$ cat src/rtl/sar_pkg.sv
`default_nettype none
// +-----------------------------------------------------------------------+
// | sar_pkg : shared state encoding, parameter defaults and width helpers |
// | Rev 1.0                                                               |
// +-----------------------------------------------------------------------+
package sar_pkg;

  localparam int unsigned DEF_BIT_ADC    = 6;
  localparam int unsigned DEF_SAMPLE_CYC = 2;
  localparam int unsigned DEF_SETTLE_CYC = 2;
  localparam int unsigned DEF_COMP_CYC   = 2;

  typedef enum logic [2:0] {
    S_IDLE   = 3'd0,
    S_SAMPLE = 3'd1,
    S_SETTLE = 3'd2,
    S_COMP   = 3'd3,
    S_DECIDE = 3'd4,
    S_DONE   = 3'd5
  } sar_state_e;

  function automatic int unsigned max3(input int unsigned a, input int unsigned b,
                                       input int unsigned c);
    int unsigned m;
    m = (a > b) ? a : b;
    return (m > c) ? m : c;
  endfunction

  // Phase counter is loaded with (cycles-1), so it must hold max_cyc-1.
  function automatic int unsigned cnt_width(input int unsigned max_cyc);
    return (max_cyc < 2) ? 1 : $clog2(max_cyc);
  endfunction

endpackage
`default_nettype wire

$ cat src/rtl/sar_logic_param_if.sv
`default_nettype none
// +-----------------------------------------------------------------------+
// | sar_logic_param_if : control, CDAC and result bus of the SAR logic    |
// | Rev 1.0                                                               |
// +-----------------------------------------------------------------------+
interface sar_logic_param_if
  import sar_pkg::*;
#(
  parameter int unsigned BIT_ADC = DEF_BIT_ADC
) ();

  logic               START;
  logic               CONT;
  logic               COMP_OUT;
  logic               RD_ACK;
  logic               COMP_CLK;
  logic               SC;
  logic [BIT_ADC:0]   SDAC;
  logic [BIT_ADC-1:0] DOUT;
  logic               DOUT_VALID;
  logic               EOC;
  logic               BUSY;
  logic               OVR;

  modport slave (
    input  START, CONT, COMP_OUT, RD_ACK,
    output COMP_CLK, SC, SDAC, DOUT, DOUT_VALID, EOC, BUSY, OVR
  );

  modport master (
    output START, CONT, COMP_OUT, RD_ACK,
    input  COMP_CLK, SC, SDAC, DOUT, DOUT_VALID, EOC, BUSY, OVR
  );

endinterface
`default_nettype wire

$ cat src/rtl/sar_phase_timer.sv
`default_nettype none
// +-----------------------------------------------------------------------+
// | sar_phase_timer : loadable down-counter, done when it reaches zero    |
// | Rev 1.0                                                               |
// +-----------------------------------------------------------------------+
module sar_phase_timer #(
  parameter int unsigned WIDTH = 1
) (
  input  logic             clk,
  input  logic             rst_n,
  input  logic             load_i,
  input  logic [WIDTH-1:0] val_i,
  output logic             done_o
);

  logic [WIDTH-1:0] cnt_q;

  always_ff @(posedge clk or negedge rst_n) begin
    if (!rst_n) begin
      cnt_q <= '0;
    end else if (load_i) begin
      cnt_q <= val_i;
    end else if (cnt_q != '0) begin
      cnt_q <= cnt_q - WIDTH'(1);
    end
  end

  assign done_o = (cnt_q == '0);

endmodule
`default_nettype wire

$ cat src/rtl/sar_logic_param.sv
`default_nettype none
// +-----------------------------------------------------------------------+
// | sar_logic_param : successive-approximation control with CDAC drive    |
// | Rev 1.0                                                               |
// +-----------------------------------------------------------------------+
module sar_logic_param
  import sar_pkg::*;
#(
  parameter int unsigned BIT_ADC    = DEF_BIT_ADC,
  parameter int unsigned SAMPLE_CYC = DEF_SAMPLE_CYC,
  parameter int unsigned SETTLE_CYC = DEF_SETTLE_CYC,
  parameter int unsigned COMP_CYC   = DEF_COMP_CYC
) (
  input  logic              CLK,
  input  logic              XRST,
  sar_logic_param_if.slave  bus
);

  localparam int unsigned c_CW = cnt_width(max3(SAMPLE_CYC, SETTLE_CYC, COMP_CYC));
  localparam int unsigned c_KW = (BIT_ADC < 2) ? 1 : $clog2(BIT_ADC);

  localparam logic [c_KW-1:0]    c_K_MSB     = c_KW'(BIT_ADC - 1);
  localparam logic [BIT_ADC-1:0] c_MSB_ONE   = {1'b1, {(BIT_ADC-1){1'b0}}};
  localparam logic [c_CW-1:0]    c_LD_SAMPLE = c_CW'(SAMPLE_CYC - 1);
  localparam logic [c_CW-1:0]    c_LD_SETTLE = c_CW'(SETTLE_CYC - 1);
  localparam logic [c_CW-1:0]    c_LD_COMP   = c_CW'(COMP_CYC - 1);

  sar_state_e         state_q;
  logic [BIT_ADC-1:0] trial_q;
  logic [c_KW-1:0]    k_q;
  logic               sc_q;
  logic               comp_clk_q;
  logic [BIT_ADC-1:0] sdac_q;
  logic [BIT_ADC-1:0] dout_q;
  logic               dout_valid_q;
  logic               eoc_q;
  logic               ovr_q;
  logic               busy_q;

  logic               w_tmr_load;
  logic [c_CW-1:0]    w_tmr_val;
  logic               w_tmr_done;
  logic [c_KW-1:0]    w_km1;
  logic [BIT_ADC-1:0] w_trial_dec;
  logic [BIT_ADC-1:0] w_trial_nxt;

  sar_phase_timer #(
    .WIDTH (c_CW)
  ) u_timer (
    .clk    (CLK),
    .rst_n  (XRST),
    .load_i (w_tmr_load),
    .val_i  (w_tmr_val),
    .done_o (w_tmr_done)
  );

  // Timer is reloaded on the same edge that enters a timed phase.
  always_comb begin
    w_tmr_load = 1'b0;
    w_tmr_val  = c_LD_SAMPLE;
    case (state_q)
      S_IDLE:   w_tmr_load = bus.START | bus.CONT;
      S_SAMPLE: begin
        w_tmr_load = w_tmr_done;
        w_tmr_val  = c_LD_SETTLE;
      end
      S_SETTLE: begin
        w_tmr_load = w_tmr_done;
        w_tmr_val  = c_LD_COMP;
      end
      S_DECIDE: begin
        w_tmr_load = (k_q != '0);
        w_tmr_val  = c_LD_SETTLE;
      end
      S_DONE:   w_tmr_load = bus.CONT;
      default:  w_tmr_load = 1'b0;
    endcase
  end

  assign w_km1 = k_q - c_KW'(1);

  always_comb begin
    w_trial_dec        = trial_q;
    w_trial_dec[k_q]   = bus.COMP_OUT;
    w_trial_nxt        = w_trial_dec;
    w_trial_nxt[w_km1] = 1'b1;
  end

  always_ff @(posedge CLK or negedge XRST) begin
    if (!XRST) begin
      state_q      <= S_IDLE;
      trial_q      <= '0;
      k_q          <= c_K_MSB;
      sc_q         <= 1'b1;
      comp_clk_q   <= 1'b0;
      sdac_q       <= '0;
      dout_q       <= '0;
      dout_valid_q <= 1'b0;
      eoc_q        <= 1'b0;
      ovr_q        <= 1'b0;
      busy_q       <= 1'b0;
    end else begin
      eoc_q <= 1'b0;
      if (bus.RD_ACK) begin
        dout_valid_q <= 1'b0;
        ovr_q        <= 1'b0;
      end
      case (state_q)
        S_IDLE: begin
          if (bus.START || bus.CONT) begin
            state_q    <= S_SAMPLE;
            busy_q     <= 1'b1;
            sc_q       <= 1'b1;
            comp_clk_q <= 1'b0;
            sdac_q     <= '0;
            trial_q    <= '0;
            k_q        <= c_K_MSB;
          end
        end
        S_SAMPLE: begin
          if (w_tmr_done) begin
            state_q <= S_SETTLE;
            sc_q    <= 1'b0;
            trial_q <= c_MSB_ONE;
            sdac_q  <= c_MSB_ONE;
          end
        end
        S_SETTLE: begin
          if (w_tmr_done) begin
            state_q    <= S_COMP;
            comp_clk_q <= 1'b1;
          end
        end
        S_COMP: begin
          if (w_tmr_done) begin
            state_q    <= S_DECIDE;
            comp_clk_q <= 1'b0;
          end
        end
        S_DECIDE: begin
          if (k_q != '0) begin
            state_q <= S_SETTLE;
            trial_q <= w_trial_nxt;
            sdac_q  <= w_trial_nxt;
            k_q     <= w_km1;
          end else begin
            // An ack landing on the load edge consumes the old word, so no overrun.
            state_q      <= S_DONE;
            trial_q      <= w_trial_dec;
            dout_q       <= w_trial_dec;
            eoc_q        <= 1'b1;
            dout_valid_q <= 1'b1;
            ovr_q        <= bus.RD_ACK ? ovr_q : (ovr_q | dout_valid_q);
            sdac_q       <= '0;
            sc_q         <= 1'b1;
          end
        end
        S_DONE: begin
          if (bus.CONT) begin
            state_q <= S_SAMPLE;
            trial_q <= '0;
            k_q     <= c_K_MSB;
          end else begin
            state_q <= S_IDLE;
            busy_q  <= 1'b0;
          end
        end
        default: begin
          state_q <= S_IDLE;
          busy_q  <= 1'b0;
        end
      endcase
    end
  end

  assign bus.COMP_CLK   = comp_clk_q;
  assign bus.SC         = sc_q;
  assign bus.SDAC       = {sdac_q, 1'b0};
  assign bus.DOUT       = dout_q;
  assign bus.DOUT_VALID = dout_valid_q;
  assign bus.EOC        = eoc_q;
  assign bus.BUSY       = busy_q;
  assign bus.OVR        = ovr_q;

endmodule
`default_nettype wire
$ cat src/flat_wrapper.sv
// flat-port wrapper written by rule: the top's interface ports become plain ports
module sar_logic_param_flat import sar_pkg::*;
#(
  parameter int unsigned BIT_ADC    = DEF_BIT_ADC,
  parameter int unsigned SAMPLE_CYC = DEF_SAMPLE_CYC,
  parameter int unsigned SETTLE_CYC = DEF_SETTLE_CYC,
  parameter int unsigned COMP_CYC   = DEF_COMP_CYC
)
  (CLK, XRST, bus_START, bus_CONT, bus_COMP_OUT, bus_RD_ACK, bus_COMP_CLK, bus_SC, bus_SDAC, bus_DOUT, bus_DOUT_VALID, bus_EOC, bus_BUSY, bus_OVR);
  sar_logic_param_if #(.BIT_ADC(BIT_ADC)) bus_i ();
  input  logic CLK;
  input  logic XRST;
  input wire logic [$bits(bus_i.START)-1:0] bus_START;
  input wire logic [$bits(bus_i.CONT)-1:0] bus_CONT;
  input wire logic [$bits(bus_i.COMP_OUT)-1:0] bus_COMP_OUT;
  input wire logic [$bits(bus_i.RD_ACK)-1:0] bus_RD_ACK;
  output wire logic [$bits(bus_i.COMP_CLK)-1:0] bus_COMP_CLK;
  output wire logic [$bits(bus_i.SC)-1:0] bus_SC;
  output wire logic [$bits(bus_i.SDAC)-1:0] bus_SDAC;
  output wire logic [$bits(bus_i.DOUT)-1:0] bus_DOUT;
  output wire logic [$bits(bus_i.DOUT_VALID)-1:0] bus_DOUT_VALID;
  output wire logic [$bits(bus_i.EOC)-1:0] bus_EOC;
  output wire logic [$bits(bus_i.BUSY)-1:0] bus_BUSY;
  output wire logic [$bits(bus_i.OVR)-1:0] bus_OVR;
  assign bus_i.START = bus_START;
  assign bus_i.CONT = bus_CONT;
  assign bus_i.COMP_OUT = bus_COMP_OUT;
  assign bus_i.RD_ACK = bus_RD_ACK;
  assign bus_COMP_CLK = bus_i.COMP_CLK;
  assign bus_SC = bus_i.SC;
  assign bus_SDAC = bus_i.SDAC;
  assign bus_DOUT = bus_i.DOUT;
  assign bus_DOUT_VALID = bus_i.DOUT_VALID;
  assign bus_EOC = bus_i.EOC;
  assign bus_BUSY = bus_i.BUSY;
  assign bus_OVR = bus_i.OVR;
  sar_logic_param #(.BIT_ADC(BIT_ADC), .SAMPLE_CYC(SAMPLE_CYC), .SETTLE_CYC(SETTLE_CYC), .COMP_CYC(COMP_CYC)) u_core (.CLK(CLK), .XRST(XRST), .bus(bus_i));
endmodule
$ cat config.mk
export PLATFORM = sky130hd
export DESIGN_NAME = sar_logic_param_flat
export DESIGN_NICKNAME = d
export VERILOG_FILES = /design/src/rtl/sar_pkg.sv /design/src/rtl/sar_logic_param_if.sv /design/src/rtl/sar_phase_timer.sv /design/src/rtl/sar_logic_param.sv /design/src/flat_wrapper.sv
export SDC_FILE = /design/constraint.sdc
export NUM_CORES = 1
export LEC_CHECK = 0
export CAP_MARGIN = 20
export CORE_ASPECT_RATIO = 0.9
export CORE_MARGIN = 2
export CORE_UTILIZATION = 53
export DETAILED_ROUTE_END_ITERATION = 10
export GPL_ROUTABILITY_DRIVEN = 0
export PLACE_DENSITY = 0.79
export SLEW_MARGIN = 20
export SYNTH_ARGS = -nofsm -noshare
export SYNTH_HDL_FRONTEND = slang
export SYNTH_HIERARCHICAL = 1
export SYNTH_SLANG_ARGS = --single-unit
$ cat constraint.sdc
create_clock -name CLK -period 2.9 [get_ports CLK]
set_clock_uncertainty 0.15 [all_clocks]
set_input_delay 0.435 -clock CLK [delete_from_list [all_inputs] [get_ports CLK]]
set_output_delay 0.435 -clock CLK [all_outputs]
set_load 0.05 [all_outputs]
==> results.toml <==
[outcome]
outcome = "complete, no violations"

[finish]
final_util_pct = 64.4
antennaDiodeCount = 0
fin_area_um2 = 1950
nNetsFinal = 199
drive_above_1_share_pct = 8.85
regArea_um2 = 779
area.growth.synth_to_final_pct = 18.1
fillers = 256
multi_input_area_um2 = 777
final_cells = 234

[floorplanning]
die_area_um2 = 3570
coreArea_um2 = 3020
rows = 19
num_io_pins = 25
die_x_um = 62.8
start_util_pct = 54.6
fp.dieH_um = 56.9

[sta]
finalSetupTns_ns = 0
slew_headroom_pct = 66.8
period_share_pct = 77.5
final-hold-violation-count = 0
maxSlewViolCount = 0
whs_ns = 0.325
timing.final.ws_setup_ns = 0.653
grt_setup_unrepaired = "false"
layout_min_cycle_time_ns = 2.25
worst_pin_slew_ns = 0.496
fmax_mhz = 445
setup_viol = 0

[synthesis]
syn_area_um2 = 1650
ys_ff_latch = 31
synthTopCellsByArea = "dfrtp_1 43%, o21ai_0 5.5%, a22o_1 5.3%"
synth_cell_type_count = 44
syn_inst = 169
ys_warn_count = 6
synth_nets = 177
synth-edff-count = 0
synth_ff_type = "dfrtp_1"
ys_seq_area_share_pct = 47.3
synth_top_area_cell = "dfrtp_1"
async_flop_share_pct = 100
synth.avg_cell_area_um2 = 9.75
yosys.area.top_type_share_pct = 42.5

[worst_setup_path]
worst_path_max_delay_cell = "clkdlybuf4s50_1"
path_buf_inv = 1
worstSetupStartpointType = "flop"
slowest_delay_ns = 0.80
required_ns = 2.32
worstSetupEndpointType = "primary output"
critPathMaxFanout = 2
worstSetupPathType = "flop to primary output"
crit_chain = "clkdlybuf4s50_1"
crit_family = "buffers and inverters"
cp.arrival_ns = 1.66

[clocking]
cts.path.max_buffers = 2
postCtsResizedCells = 0
cts_hold_buf = 0
clock_latency_ns = 0.33
cts_sinks = 31
h-tree-depth = 2
ctsRootBufferMaster = "clkbuf_4"
cts_tree = "done"
cts_made_buffers = 5
cts_setup_buffers = 0
clkTransAtPathRegs_ns = 0.09

[global_route]
grt_pass1_wl_um = 5780
grt_max_degree = 32
grt-ovfl-total = 0
grt_pass1_vias = 1210
antenna_found_initial = 0
grtUsageTotal_pct = 21.1

[route]
vias_per_cell = 5.75
num_vias = 1345
drtPass1Iterations = 4
ant_nets = 0
wl_per_cell_um = 14.3
drt-total-wl_um = 3360
drc = 0
drtIter0Drc = 111

[placement]
port_buffers = 23
dp.cells = 226
placedInstanceArea_um2 = 1880
pre_cts_slack_ns = 0.720
place_hpwl_um = 2360

[power_and_ir_drop]
powerDensity_nw_per_um2 = 994
power_leakage_nw = 0.853
power_mw = 1.93
ir_drop_mv = 0.452

[run]
maxCapViolations = 0

[hold_path]
min_path_type = "input port to asynchronous set/reset pin"
layout by cell type (no fill, tap or decap), drive strengths merged, types with 2 or more instances in the layout:
cell | Yosys | final
o21ai | 20 | 20
nand3b | 2 | 2
clkbuf | 1 | 8
dfrtp | 28 | 28
nor2b | 5 | 5
mux2i | 7 | 7
clkdlybuf4s50 | 0 | 23
nand2 | 13 | 13
o21bai | 2 | 2
nor2 | 9 | 9
ha | 2 | 2
or2 | 2 | 2
nand3 | 3 | 3
conb | 2 | 2
a22o | 10 | 10
o31ai | 3 | 3
and2 | 2 | 2
nor3 | 3 | 3
a211o | 3 | 3
o22ai | 3 | 3
nor3b | 5 | 5
dfstp | 3 | 3
inv | 8 | 8
a21oi | 11 | 11
nand2b | 4 | 4
worst paths after layout:
check,slack [ns],start,depth (start not counted),to
setup / recovery,0.65,u_core/bus.SC,1,bus_SC
hold / removal,0.32,XRST,2,u_core/state_q[0]
setup reg to reg,0.76,u_core/k_q[0],5,u_core/sdac_q[5]
hold reg to reg,0.34,u_core/bus.DOUT[2],2,u_core/bus.DOUT[2]
max in group asynchronous,1.94,XRST,2,u_core/k_q[2]
min in group CLK,0.34,u_core/bus.DOUT[2],2,u_core/bus.DOUT[2]
synth_stat cells, types with 2 or more instances:
master,n
a211o_1,3
a21oi_1,11
a22o_1,10
and2_1,2
buf_2,4
buf_4,2
buf_6,2
conb_1,2
dfrtp_1,28
dfstp_2,3
ha_1,2
inv_1,7
mux2i_1,7
nand2_1,12
nand2b_1,4
nand3_1,3
nand3b_1,2
nor2_1,8
nor2b_1,5
nor3_1,3
nor3b_1,4
o21ai_0,18
o21ai_1,2
o21bai_1,2
o22ai_1,3
o31ai_1,2
kinds of logic after synthesis:
group | synth area share, %
xor+xnor | 1.06
compound gates | 22.7
buf+inv | 5.54
other cells | 0.456
mux | 4.25
flops | 47.3
simple gates | 17.2
fa+ha+maj | 1.52
routing by layer:
layer / track usage (%) / share of wire, % / vias up
li1: - / - / 650
met1: 28.9 / 49 / 657
met2: 31.0 / 45 / 31
met3: 7.01 / 4.4 / 7
met4: 8.57 / 1.6 / 0
met5: 0 / 0 / -
power breakdown:
group          internal, mW  total (mW)  switching, mW
Sequential            0.551       0.702          0.151
Clock                 0.142       0.280          0.137
Combinational         0.370       0.952          0.581
cell type report:
cell class | instances | area share (%)
Clock buffer | 8 | 3.54
Inverter | 8 | 1.54
Multi-Input combinational cell | 121 | 39.9
Sequential cell | 31 | 40.1
Tap cell | 42 | 2.70
Timing Repair Buffer | 24 | 12.2
state kept, by name, indices dropped and copies added (netlist names):
name / cells
u_core/bus.BUSY: 1
u_core/bus.COMP_CLK: 1
u_core/bus.DOUT: 6
u_core/bus.DOUT_VALID: 1
u_core/bus.EOC: 1
u_core/bus.OVR: 1
u_core/bus.SC: 1
u_core/k_q: 3
u_core/sdac_q: 6
u_core/state_q: 3
u_core/trial_q: 6
u_core/u_timer/cnt_q: 1
Note: power is estimated with default switching activity, not from simulation.
